$ cat config.mk
export PLATFORM = sky130hd
export DESIGN_NAME = audio_scheduler_flat
export DESIGN_NICKNAME = d
export VERILOG_FILES = /design/src/rtl/audio_pkg.sv /design/src/rtl/audio_scheduler_if.sv /design/src/rtl/sfx_trig_queue.sv /design/src/rtl/audio_scheduler.sv /design/src/flat_wrapper.sv
export SDC_FILE = /design/constraint.sdc
export NUM_CORES = 1
export LEC_CHECK = 0
export CORE_MARGIN = 3
export CORE_UTILIZATION = 52
export DETAILED_ROUTE_END_ITERATION = 16
export GPL_ROUTABILITY_DRIVEN = 1
export MAX_ROUTING_LAYER = met4
export PLACE_DENSITY = 0.79
export SYNTH_ARGS = -nofsm -noshare
export SYNTH_HDL_FRONTEND = slang
export SYNTH_SLANG_ARGS = --single-unit
$ cat constraint.sdc
create_clock -name clk -period 2.3 [get_ports clk]
set_input_delay 0.23 -clock clk [delete_from_list [all_inputs] [get_ports clk]]
set_output_delay 0.23 -clock clk [all_outputs]
set_load 0.05 [all_outputs]
$ cat src/rtl/audio_pkg.sv
// Shared definitions for the audio scheduler: selector encoding, FSM states and index widths.
package audio_pkg;

  localparam int MUSIC_IDX_W = 12;
  localparam int SFX_IDX_W   = 5;
  localparam int PEND_W      = 3;

  localparam logic [1:0] SEL_SILENT = 2'b00;
  localparam logic [1:0] SEL_MUSIC  = 2'b01;
  localparam logic [1:0] SEL_SFX    = 2'b10;

  typedef enum logic [1:0] {
    S_IDLE  = 2'd0,
    S_MUSIC = 2'd1,
    S_SFX   = 2'd2,
    S_GAP   = 2'd3
  } sched_state_t;

endpackage

$ cat src/rtl/audio_scheduler_if.sv
// Bundle between the game/collision logic and the audio scheduler, plus the tone-lookup side outputs.
interface audio_scheduler_if;
  import audio_pkg::*;

  logic                   beat_en;
  logic [2:0]             state;
  logic                   collision_trig;
  logic                   mute;
  logic [MUSIC_IDX_W-1:0] music_ibeat;
  logic [SFX_IDX_W-1:0]   sfx_ibeat;
  logic [1:0]             sel;
  logic                   sfx_busy;
  logic                   sfx_dropped;

  modport master (
    output beat_en, state, collision_trig, mute,
    input  music_ibeat, sfx_ibeat, sel, sfx_busy, sfx_dropped
  );

  modport slave (
    input  beat_en, state, collision_trig, mute,
    output music_ibeat, sfx_ibeat, sel, sfx_busy, sfx_dropped
  );

endinterface

$ cat src/rtl/sfx_trig_queue.sv
// Collision edge detector with a saturating count of SFX requests waiting behind the current one.
module sfx_trig_queue
  import audio_pkg::*;
#(
  parameter int PENDING_MAX = 3
) (
  input  logic clk,
  input  logic rst,
  input  logic collision_trig,
  input  logic accept_en,
  input  logic pop,
  output logic rise,
  output logic pending_nz,
  output logic dropped
);

  logic              trig_q;
  logic [PEND_W-1:0] pending;
  logic              full;

  assign rise       = collision_trig & ~trig_q;
  assign full       = (pending == PEND_W'(PENDING_MAX));
  assign pending_nz = (pending != '0);

  // A request arriving on the same edge as a pop simply takes the freed slot.
  always_ff @(posedge clk or posedge rst) begin
    if (rst) begin
      trig_q  <= 1'b0;
      pending <= '0;
      dropped <= 1'b0;
    end else begin
      trig_q  <= collision_trig;
      dropped <= 1'b0;
      if (rise && accept_en) begin
        if (!pop) begin
          if (!full) pending <= pending + 3'd1;
          else       dropped <= 1'b1;
        end
      end else if (pop) begin
        pending <= pending - 3'd1;
      end
    end
  end

endmodule

$ cat src/rtl/audio_scheduler.sv
// Time-shares the tone path between looping music and collision SFX; music freezes while SFX plays.
module audio_scheduler
  import audio_pkg::*;
#(
  parameter int         MUSIC_LEN        = 512,
  parameter int         SFX_LEN          = 16,
  parameter int         GAP_LEN          = 2,
  parameter int         PENDING_MAX      = 3,
  parameter logic [7:0] MUSIC_STATE_MASK = 8'b00000001
) (
  input  logic               clk,
  input  logic               rst,
  audio_scheduler_if.slave   bus
);

  localparam int GAP_W = $clog2(GAP_LEN + 1);

  sched_state_t           fsm, fsm_next;
  logic [2:0]             state_q;
  logic                   state_seen;
  logic                   state_chg;
  logic                   music_on;
  logic                   rise, pending_nz, dropped;
  logic                   accept_en, pop;
  logic                   sfx_last, gap_last;
  logic [MUSIC_IDX_W-1:0] music_q;
  logic [SFX_IDX_W-1:0]   sfx_q;
  logic [GAP_W-1:0]       gap_cnt;

  assign music_on  = MUSIC_STATE_MASK[bus.state];
  assign state_chg = state_seen && (bus.state != state_q);
  assign sfx_last  = bus.beat_en && (sfx_q == SFX_IDX_W'(SFX_LEN - 1));
  assign gap_last  = bus.beat_en && (gap_cnt == GAP_W'(GAP_LEN - 1));
  assign accept_en = (fsm == S_SFX) || (fsm == S_GAP);
  assign pop       = (fsm == S_GAP) && gap_last;

  assign bus.music_ibeat = music_q;
  assign bus.sfx_ibeat   = sfx_q;
  assign bus.sfx_dropped = dropped;

  sfx_trig_queue #(.PENDING_MAX(PENDING_MAX)) u_queue (
    .clk            (clk),
    .rst            (rst),
    .collision_trig (bus.collision_trig),
    .accept_en      (accept_en),
    .pop            (pop),
    .rise           (rise),
    .pending_nz     (pending_nz),
    .dropped        (dropped)
  );

  always_ff @(posedge clk or posedge rst) begin
    if (rst) fsm <= S_IDLE;
    else     fsm <= fsm_next;
  end

  always_comb begin
    fsm_next = fsm;
    case (fsm)
      S_IDLE:  if (rise) fsm_next = S_SFX;
               else if (music_on) fsm_next = S_MUSIC;
      S_MUSIC: if (rise) fsm_next = S_SFX;
               else if (!music_on) fsm_next = S_IDLE;
      // The return target is decided only here, so a game-state change mid-SFX takes effect now.
      S_SFX:   if (sfx_last) begin
                 if (pending_nz || rise) fsm_next = S_GAP;
                 else if (music_on)      fsm_next = S_MUSIC;
                 else                    fsm_next = S_IDLE;
               end
      S_GAP:   if (gap_last) fsm_next = S_SFX;
      default: fsm_next = S_IDLE;
    endcase
  end

  always_comb begin
    bus.sel      = SEL_SILENT;
    bus.sfx_busy = 1'b0;
    case (fsm)
      S_MUSIC: bus.sel = SEL_MUSIC;
      S_SFX:   begin bus.sel = SEL_SFX; bus.sfx_busy = 1'b1; end
      S_GAP:   bus.sfx_busy = 1'b1;
      default: bus.sel = SEL_SILENT;
    endcase
    if (bus.mute) bus.sel = SEL_SILENT;
  end

  // state_seen keeps the first post-reset sample from looking like a game-state change.
  always_ff @(posedge clk or posedge rst) begin
    if (rst) begin
      state_q    <= 3'd0;
      state_seen <= 1'b0;
    end else begin
      state_q    <= bus.state;
      state_seen <= 1'b1;
    end
  end

  always_ff @(posedge clk or posedge rst) begin
    if (rst) begin
      music_q <= '0;
    end else if (state_chg) begin
      music_q <= '0;
    end else if (fsm == S_MUSIC && fsm_next == S_MUSIC && bus.beat_en) begin
      music_q <= (music_q == MUSIC_IDX_W'(MUSIC_LEN - 1)) ? '0 : music_q + 12'd1;
    end
  end

  always_ff @(posedge clk or posedge rst) begin
    if (rst) begin
      sfx_q   <= '0;
      gap_cnt <= '0;
    end else begin
      if (fsm == S_SFX && fsm_next == S_SFX) begin
        if (bus.beat_en) sfx_q <= sfx_q + 5'd1;
      end else begin
        sfx_q <= '0;
      end
      if (fsm == S_GAP && fsm_next == S_GAP) begin
        if (bus.beat_en) gap_cnt <= gap_cnt + GAP_W'(1);
      end else begin
        gap_cnt <= '0;
      end
    end
  end

endmodule

$ cat src/flat_wrapper.sv
// flat-port wrapper written by rule: the top's interface ports become plain ports
module audio_scheduler_flat import audio_pkg::*;
#(
  parameter int         MUSIC_LEN        = 512,
  parameter int         SFX_LEN          = 16,
  parameter int         GAP_LEN          = 2,
  parameter int         PENDING_MAX      = 3,
  parameter logic [7:0] MUSIC_STATE_MASK = 8'b00000001
)
  (clk, rst, bus_beat_en, bus_state, bus_collision_trig, bus_mute, bus_music_ibeat, bus_sfx_ibeat, bus_sel, bus_sfx_busy, bus_sfx_dropped);
  audio_scheduler_if bus_i ();
  input  logic clk;
  input  logic rst;
  input wire logic [$bits(bus_i.beat_en)-1:0] bus_beat_en;
  input wire logic [$bits(bus_i.state)-1:0] bus_state;
  input wire logic [$bits(bus_i.collision_trig)-1:0] bus_collision_trig;
  input wire logic [$bits(bus_i.mute)-1:0] bus_mute;
  output wire logic [$bits(bus_i.music_ibeat)-1:0] bus_music_ibeat;
  output wire logic [$bits(bus_i.sfx_ibeat)-1:0] bus_sfx_ibeat;
  output wire logic [$bits(bus_i.sel)-1:0] bus_sel;
  output wire logic [$bits(bus_i.sfx_busy)-1:0] bus_sfx_busy;
  output wire logic [$bits(bus_i.sfx_dropped)-1:0] bus_sfx_dropped;
  assign bus_i.beat_en = bus_beat_en;
  assign bus_i.state = bus_state;
  assign bus_i.collision_trig = bus_collision_trig;
  assign bus_i.mute = bus_mute;
  assign bus_music_ibeat = bus_i.music_ibeat;
  assign bus_sfx_ibeat = bus_i.sfx_ibeat;
  assign bus_sel = bus_i.sel;
  assign bus_sfx_busy = bus_i.sfx_busy;
  assign bus_sfx_dropped = bus_i.sfx_dropped;
  audio_scheduler #(.MUSIC_LEN(MUSIC_LEN), .SFX_LEN(SFX_LEN), .GAP_LEN(GAP_LEN), .PENDING_MAX(PENDING_MAX), .MUSIC_STATE_MASK(MUSIC_STATE_MASK)) u_core (.clk(clk), .rst(rst), .bus(bus_i));
endmodule
==> results of run 1 <==
-- cells in the mapped netlist, drive strengths merged --
master,count
dfrtp,30
nor2,16
a21oi,13
nand2,12
nand3,9
o21ai,7
xor2,7
nor2b,5
nor3,5
and3,4
clkbuf,4
ha,4
nand3b,4
nand4b,4
xnor2,4
inv,3
nor3b,3
or3,3
a311oi,2
mux2i,2
nand2b,2
nand4,2
nor4,2
or4b,2
a211oi,1
a31oi,1
a32oi,1
and2,1
and4,1
buf,1
conb,1
fa,1
mux2,1
o22a,1
o31a,1
o31ai,1
o41ai,1
-- stage by stage --
stage                      util  total power [W]  worst slack, ps  instances  instance area (um2)
after detailed placement  0.687          0.00123              171        221                 1960
after CTS                 0.708          0.00156             11.1        229                 2020
after floorplan               -          0.00105              112        162                 1620
after global routing      0.709          0.00164             22.8        229                 2020
final                     0.709          0.00154              117        229                 2020
after global placement    0.687          0.00119              213        221                 1960
-- per-layer routing --
metal | GRT usage | vias to the layer above
met5 | - | -
met4 | 0.0758 | 0
met3 | 0.0682 | 6
met2 | 0.363 | 41
met1 | 0.257 | 675
li1 | - | 649
-- worst register-to-register path, cell delays in order (launching register included) --
cell      delay (ps)
dfrtp_2          400
ha_1             170
and3_1           160
ha_1             190
nand4b_4         140
o21ai_2          180
nand3_1          120
or4b_1           490
a21oi_1          150
-- worst min path at each step --
stage                                          from                        end  slack, ps  depth (start not counted)
after CTS                                       rst  u_core.bus.music_ibeat[1]        270                          3
after detailed placement  u_core.u_queue.pending[2]  u_core.u_queue.pending[2]        510                          1
final                                           rst    u_core.bus.sfx_ibeat[1]        260                          3
after global placement    u_core.u_queue.pending[2]  u_core.u_queue.pending[2]        510                          1
after floorplan                        bus_state[0]          u_core.state_q[0]        260                          0
after global routing                            rst          u_core.gap_cnt[0]        290                          3
-- state kept, by name (all words and copies together) (netlist names), 2 cells and up --
register,cells
u_core.bus.music_ibeat,12
u_core.bus.sfx_ibeat,5
u_core.state_q,3
u_core.u_queue.pending,3
u_core.fsm,2
u_core.gap_cnt,2
-- final cells by class --
class                           instances  area, um2
Tap cell                               31       38.8
Fill cell                             245        831
Clock buffer                            7       55.1
Sequential cell                        30        753
Multi-Input combinational cell        124        838
Clock inverter                          1       5.00
Inverter                                3       11.3
Timing Repair Buffer                   33        320
-- power groups by stage --
stage	registers, W	clock network, W	logic (W)
after CTS	0.000708	0.000333	0.000517
after global routing	0.000725	0.000362	0.000555
final	0.000709	0.000324	0.000507
after floorplan	0.000829	0	0.000226
after detailed placement	0.000715	0	0.000516
after global placement	0.000710	0	0.000483
-- cells by family after synthesis --
family,Yosys count
compound gates,29
xor+xnor,11
mux,3
flops,30
fa+ha+maj,5
other cells,1
buf+inv,8
simple gates,75
-- placed cells by master (no fill, tap or decap), drive strengths merged, types with 2 or more instances in the layout --
cell           count
nand2             12
clkbuf             7
and3               4
o21ai              7
nor3               5
nand3              9
nor3b              3
nand4b             4
xnor2              4
nor4               2
nand3b             4
dfrtp             30
nor2              16
nand2b             2
a21oi             13
or3                3
nor2b              5
xor2               7
ha                 4
a311oi             2
mux2i              2
inv                3
or4b               2
clkdlybuf4s50     27
nand4              2
buf                5
==> results.sh, run 1 <==
export IMPL_root_buffer="clkbuf_4"
export IMPL_crit_path_start_kind="flop"
export IMPL_n_antenna_cell=0
export IMPL_hold_viol=0
export IMPL_grt_pass1_vias=1344
export IMPL_post_cts_buffers=0
export IMPL_drc=0
export IMPL_worst_path_stages=2
export IMPL_period_share=0.949
export IMPL_wl_met3_um=203
export IMPL_htreeDepth=2
export IMPL_synthAdderAreaFrac=0.0432
export IMPL_top_layer_used="met4"
export IMPL_endpoint="bus_sel[0]"
export IMPL_wl_um=3630
export IMPL_p_leak_nw=0.843
export IMPL_grt_ovfl_total=0
export IMPL_grt_pass1_wl_um=5950
export IMPL_power_frac_seq=0.460
export IMPL_reg2reg_slack_ps=210
export IMPL_clock_path_buffers=2
export IMPL_ys_types=44
export IMPL_timing_fmax_mhz=458
export IMPL_period_needed_ps=2180
export IMPL_yosys_area_top_type="dfrtp_1"
export IMPL_rsz0062_at_grt="no"
export IMPL_synth_area_um2=1620
export IMPL_crit_chain="nor3b_1 -> clkdlybuf4s50_1"
export IMPL_p_sw_frac=0.372
export IMPL_crit_buf_inv=1
export IMPL_cp_max_fo=13
export IMPL_r2r_end="u_core.bus.music_ibeat[9]"
export IMPL_synth_cells=162
export IMPL_yosysSeqAreaShare=0.463
export IMPL_gp_congestion=0.871
export IMPL_clkLatencyLatePin_ps=330
export IMPL_critical_path_slowest_cell="clkdlybuf4s50_1"
export IMPL_synthSimpleGateAreaFrac=0.283
export IMPL_port_buffers=28
export IMPL_hp_class="input pin to asynchronous set/reset pin"
export IMPL_whs_ps=259
export IMPL_internal_power_w=0.000966
export IMPL_die_height_um=61.8
export IMPL_antenna_found_initial=0
export IMPL_hpwlAfterDp_um=2660
export IMPL_cts_buffers_inserted=5
export IMPL_setup_tns_ps=0
export IMPL_die_area_um2=3820
export IMPL_ant_nets=0
export IMPL_synth_xor_area_share=0.0594
export IMPL_ios=29
export IMPL_clk_pin_slew_ps=90
export IMPL_postCtsHoldBufs=0
export IMPL_max_cap_viol_count=0
export IMPL_core_um2=2850
export IMPL_initial_core_util=0.568
export IMPL_peakVddDrop_mv=0.675
export IMPL_synth_top_family_by_area="simple AND/OR/NAND/NOR gates"
export IMPL_synth_top_area_frac=0.463
export IMPL_regToRegStartpoint="u_core.bus.sfx_ibeat[0]"
export IMPL_cts_sinks=30
export IMPL_fp_dieW_um=61.8
export IMPL_drt_pass1_iter_count=4
export IMPL_area_delta_synth_final_pct=24.7
export IMPL_synthTopCellsByArea="dfrtp_1 (46%), a21oi_1 (4.0%), xor2_1 (3.8%), nor2_1 (3.5%), ha_1 (3.1%)"
export IMPL_grtUsageTotal=0.221
export IMPL_wl_per_cell_um=15.9
export IMPL_comb_power_share=0.329
export IMPL_reg2regPathDepth=8
export IMPL_drt_met1_wl_um=1510
export IMPL_cts_tree="yes"
export IMPL_worstSetupPathType="flop to output pin"
export IMPL_avgViaCountPerCell=5.99
export IMPL_power_share_clock=0.210
export IMPL_yosys_warnings=0
export IMPL_syn_num_nets=175
export IMPL_cts_resized=0
export IMPL_syn_area_per_cell_um2=10.0
export IMPL_drive_gt1_frac=0.111
export IMPL_p_switching_w=0.000573
export IMPL_synth_compound_area_frac=0.110
export IMPL_power_density_nw_per_um2=761
export IMPL_ys_ff_latch=30
export IMPL_nNetsFinal=210
export IMPL_drt_iter0_markers=70
export IMPL_crit_arrival_ps=1950
export IMPL_outcome="completed"
export IMPL_cp_startpoint="u_core.fsm[1]"
export IMPL_routed_wl_met2_um=1870
export IMPL_skew_ps=3.16
export IMPL_crit_path_end_kind="output pin"
export IMPL_slew_limit_headroom=0.631
export IMPL_cp_required_ps=2070
export IMPL_setup_viol=0
export IMPL_grt_max_degree=31
export IMPL_slew_violations=0
export IMPL_slowest_delay_ps=830
export IMPL_synthMuxAreaShare=0.0193
export IMPL_worst_pin_slew_ps=553
export IMPL_row_count=19
export IMPL_num_vias=1371
export IMPL_path_delay_family="buffers and inverters"
(Power assumes the default switching activity.)
==> run 2, diff against run 1 <==
--- a/config.mk
+++ b/config.mk
@@ -5,7 +5,6 @@
 export SDC_FILE = /design/constraint.sdc
 export NUM_CORES = 1
 export LEC_CHECK = 0
-export CORE_MARGIN = 3
 export CORE_UTILIZATION = 52
 export DETAILED_ROUTE_END_ITERATION = 16
 export GPL_ROUTABILITY_DRIVEN = 1
==> run 2 against run 1 <==
- the flow now finishes with violations (DRC)
- first-iteration DRC count decreased by 24%
- sequential power about the same
- hold slack lost 6.6 ps
- flip-flop and latch count unchanged
- combinational power about the same
- clock skew is 13 ps higher
- design area grew 0.12%
- critical path depth grew 6
- register-to-register slack got worse by 20 ps
- setup slack improved by 74 ps
- sequential share of layout area about the same
- total power grew 0.47%
- largest cell class unchanged
- highest routed layer unchanged
==> results.sh, run 2 (synthesis gave the netlist of run 1 again) <==
export IMPL_drive_gt1_frac=0.107
export IMPL_violations="DRC"
export IMPL_r2r_end="u_core.bus.music_ibeat[9]"
export IMPL_timing_fmax_mhz=474
export IMPL_slew_violations=0
export IMPL_htreeDepth=2
export IMPL_clkLatencyLatePin_ps=340
export IMPL_worst_pin_slew_ps=515
export IMPL_avgViaCountPerCell=6.00
export IMPL_clk_pin_slew_ps=110
export IMPL_top_usage_layer="met2"
export IMPL_rsz0062_at_grt="no"
export IMPL_postCtsHoldBufs=0
export IMPL_placed_cells=220
export IMPL_peakVddDrop_mv=0.641
export IMPL_cts_buffers_inserted=5
export IMPL_fillers=226
export IMPL_reg2reg_slack_ps=190
export IMPL_drt_pass1_iter_count=10
export IMPL_outcome="finished, violations left"
export IMPL_setup_tns_ps=0
export IMPL_grt_max_degree=31
export IMPL_num_vias=1369
export IMPL_grt_pass1_vias=1284
export IMPL_port_buffers=28
export IMPL_core_um2=2850
export IMPL_gp_congestion=0.888
export IMPL_period_share=0.917
export IMPL_row_count=19
export IMPL_grt_pass1_wl_um=5680
export IMPL_root_buffer="clkbuf_4"
export IMPL_hp_class="input pin to asynchronous set/reset pin"
export IMPL_period_needed_ps=2110
export IMPL_area_delta_synth_final_pct=24.8
export IMPL_crit_path_start_kind="flop"
export IMPL_regToRegStartpoint="u_core.bus.sfx_ibeat[0]"
export IMPL_worstSetupPathType="flop to flop"
export IMPL_layout_commonest_cell="dfrtp_1"
export IMPL_drc=2
export IMPL_wl_per_cell_um=15.1
export IMPL_cp_required_ps=2550
export IMPL_hold_viol=0
export IMPL_clock_path_buffers=2
export IMPL_hpwlAfterDp_um=2540
export IMPL_crit_arrival_ps=2360
export IMPL_max_cap_viol_count=0
export IMPL_met2_usage=0.374
export IMPL_reg2regPathDepth=8
export IMPL_drt_iter0_markers=53
export IMPL_setup_viol=0
export IMPL_slew_limit_headroom=0.656
export IMPL_crit_path_end_kind="flop"
export IMPL_cts_sinks=30
export IMPL_fp_dieW_um=57.8
export IMPL_ios=29
export IMPL_skew_ps=16.1
export IMPL_p_leak_nw=0.857
export IMPL_die_area_um2=3350
export IMPL_n_antenna_cell=0
export IMPL_grtUsageTotal=0.235
export IMPL_wl_um=3450
export IMPL_final_cell_mix="dfrtp_1 (28), clkdlybuf4s50_1 (26), nor2_1 (15), a21oi_1 (13), nand2_1 (12)"
export IMPL_use_met3=0.0848
export IMPL_cts_tree="yes"
export IMPL_cp_max_fo=6
export IMPL_largest_register_ffs=12
export IMPL_nNetsFinal=209
export IMPL_cts_resized=0
export IMPL_grtUsageMet1=0.269
export IMPL_final_instance_count_excl_fill=228
export IMPL_power_density_nw_per_um2=764
export IMPL_post_cts_buffers=0
export IMPL_ant_nets=0
export IMPL_grt_ovfl_total=0
export IMPL_antenna_found_initial=0
export IMPL_initial_core_util=0.568
export IMPL_die_height_um=57.8
-- run 2: worst max path at each step --
| stage | startpoint | end | cells past startpoint | slack, ps |
|---|---|---|---|---|
| 4_1_cts | u_core.fsm[1] | bus_sel[1] | 2 | 30 |
| 5_1_grt | u_core.bus.sfx_ibeat[0] | u_core.bus.music_ibeat[9] | 8 | 40 |
| 2_1_floorplan | u_core.bus.music_ibeat[0] | u_core.bus.music_ibeat[2] | 6 | 110 |
| 3_5_place_dp | bus_beat_en | u_core.bus.music_ibeat[9] | 6 | 120 |
| 3_3_place_gp | bus_state[0] | u_core.bus.music_ibeat[2] | 6 | 180 |
| 6_report | u_core.bus.sfx_ibeat[0] | u_core.bus.music_ibeat[9] | 8 | 190 |
-- run 2: where the power goes --
part	total, W	switching, W	leakage [nW]	internal [W]
Combinational	0.000508	0.000301	0.436	0.000207
Sequential	0.000710	0.0000986	0.386	0.000611
Clock	0.000329	0.000181	0.0353	0.000148
Total	0.00155	0.000581	0.857	0.000966
-- run 2: critical path, cell delays in order (launching register included) --
cell	delay, ps
dfrtp_2	410
ha_1	160
and3_1	150
ha_1	180
nand4b_4	140
o21ai_4	230
nand3_1	120
or4b_1	470
a21oi_1	160
-- run 2: final cells by class --
cell class	instances	area, um2	area share
Multi-Input combinational cell	124	846	0.418
Clock inverter	1	5.00	0.00247
Clock buffer	7	55.1	0.0272
Sequential cell	30	753	0.372
Tap cell	31	38.8	0.0192
Timing Repair Buffer	32	315	0.156
Inverter	3	11.3	0.00556
-- run 2: layer usage --
layer | routed length [um] | share of wire | vias to the layer above
met5 | 0 | 0 | -
met4 | 70 | 0.020 | 0
met3 | 248 | 0.072 | 7
met2 | 1690 | 0.49 | 51
met1 | 1440 | 0.42 | 655
li1 | - | - | 656
-- run 2: per-stage QoR --
step                hold WS (ps)   util  area (um2)  power (W)  setup WS, ps
floorplan                    261      -        1620    0.00105           112
global placement             503  0.684        1950    0.00120           179
detailed placement           528  0.684        1950    0.00123           118
CTS                          259  0.705        2010    0.00156          27.8
global route                 313  0.710        2020    0.00164          42.6
finish                       253  0.710        2020    0.00155           191
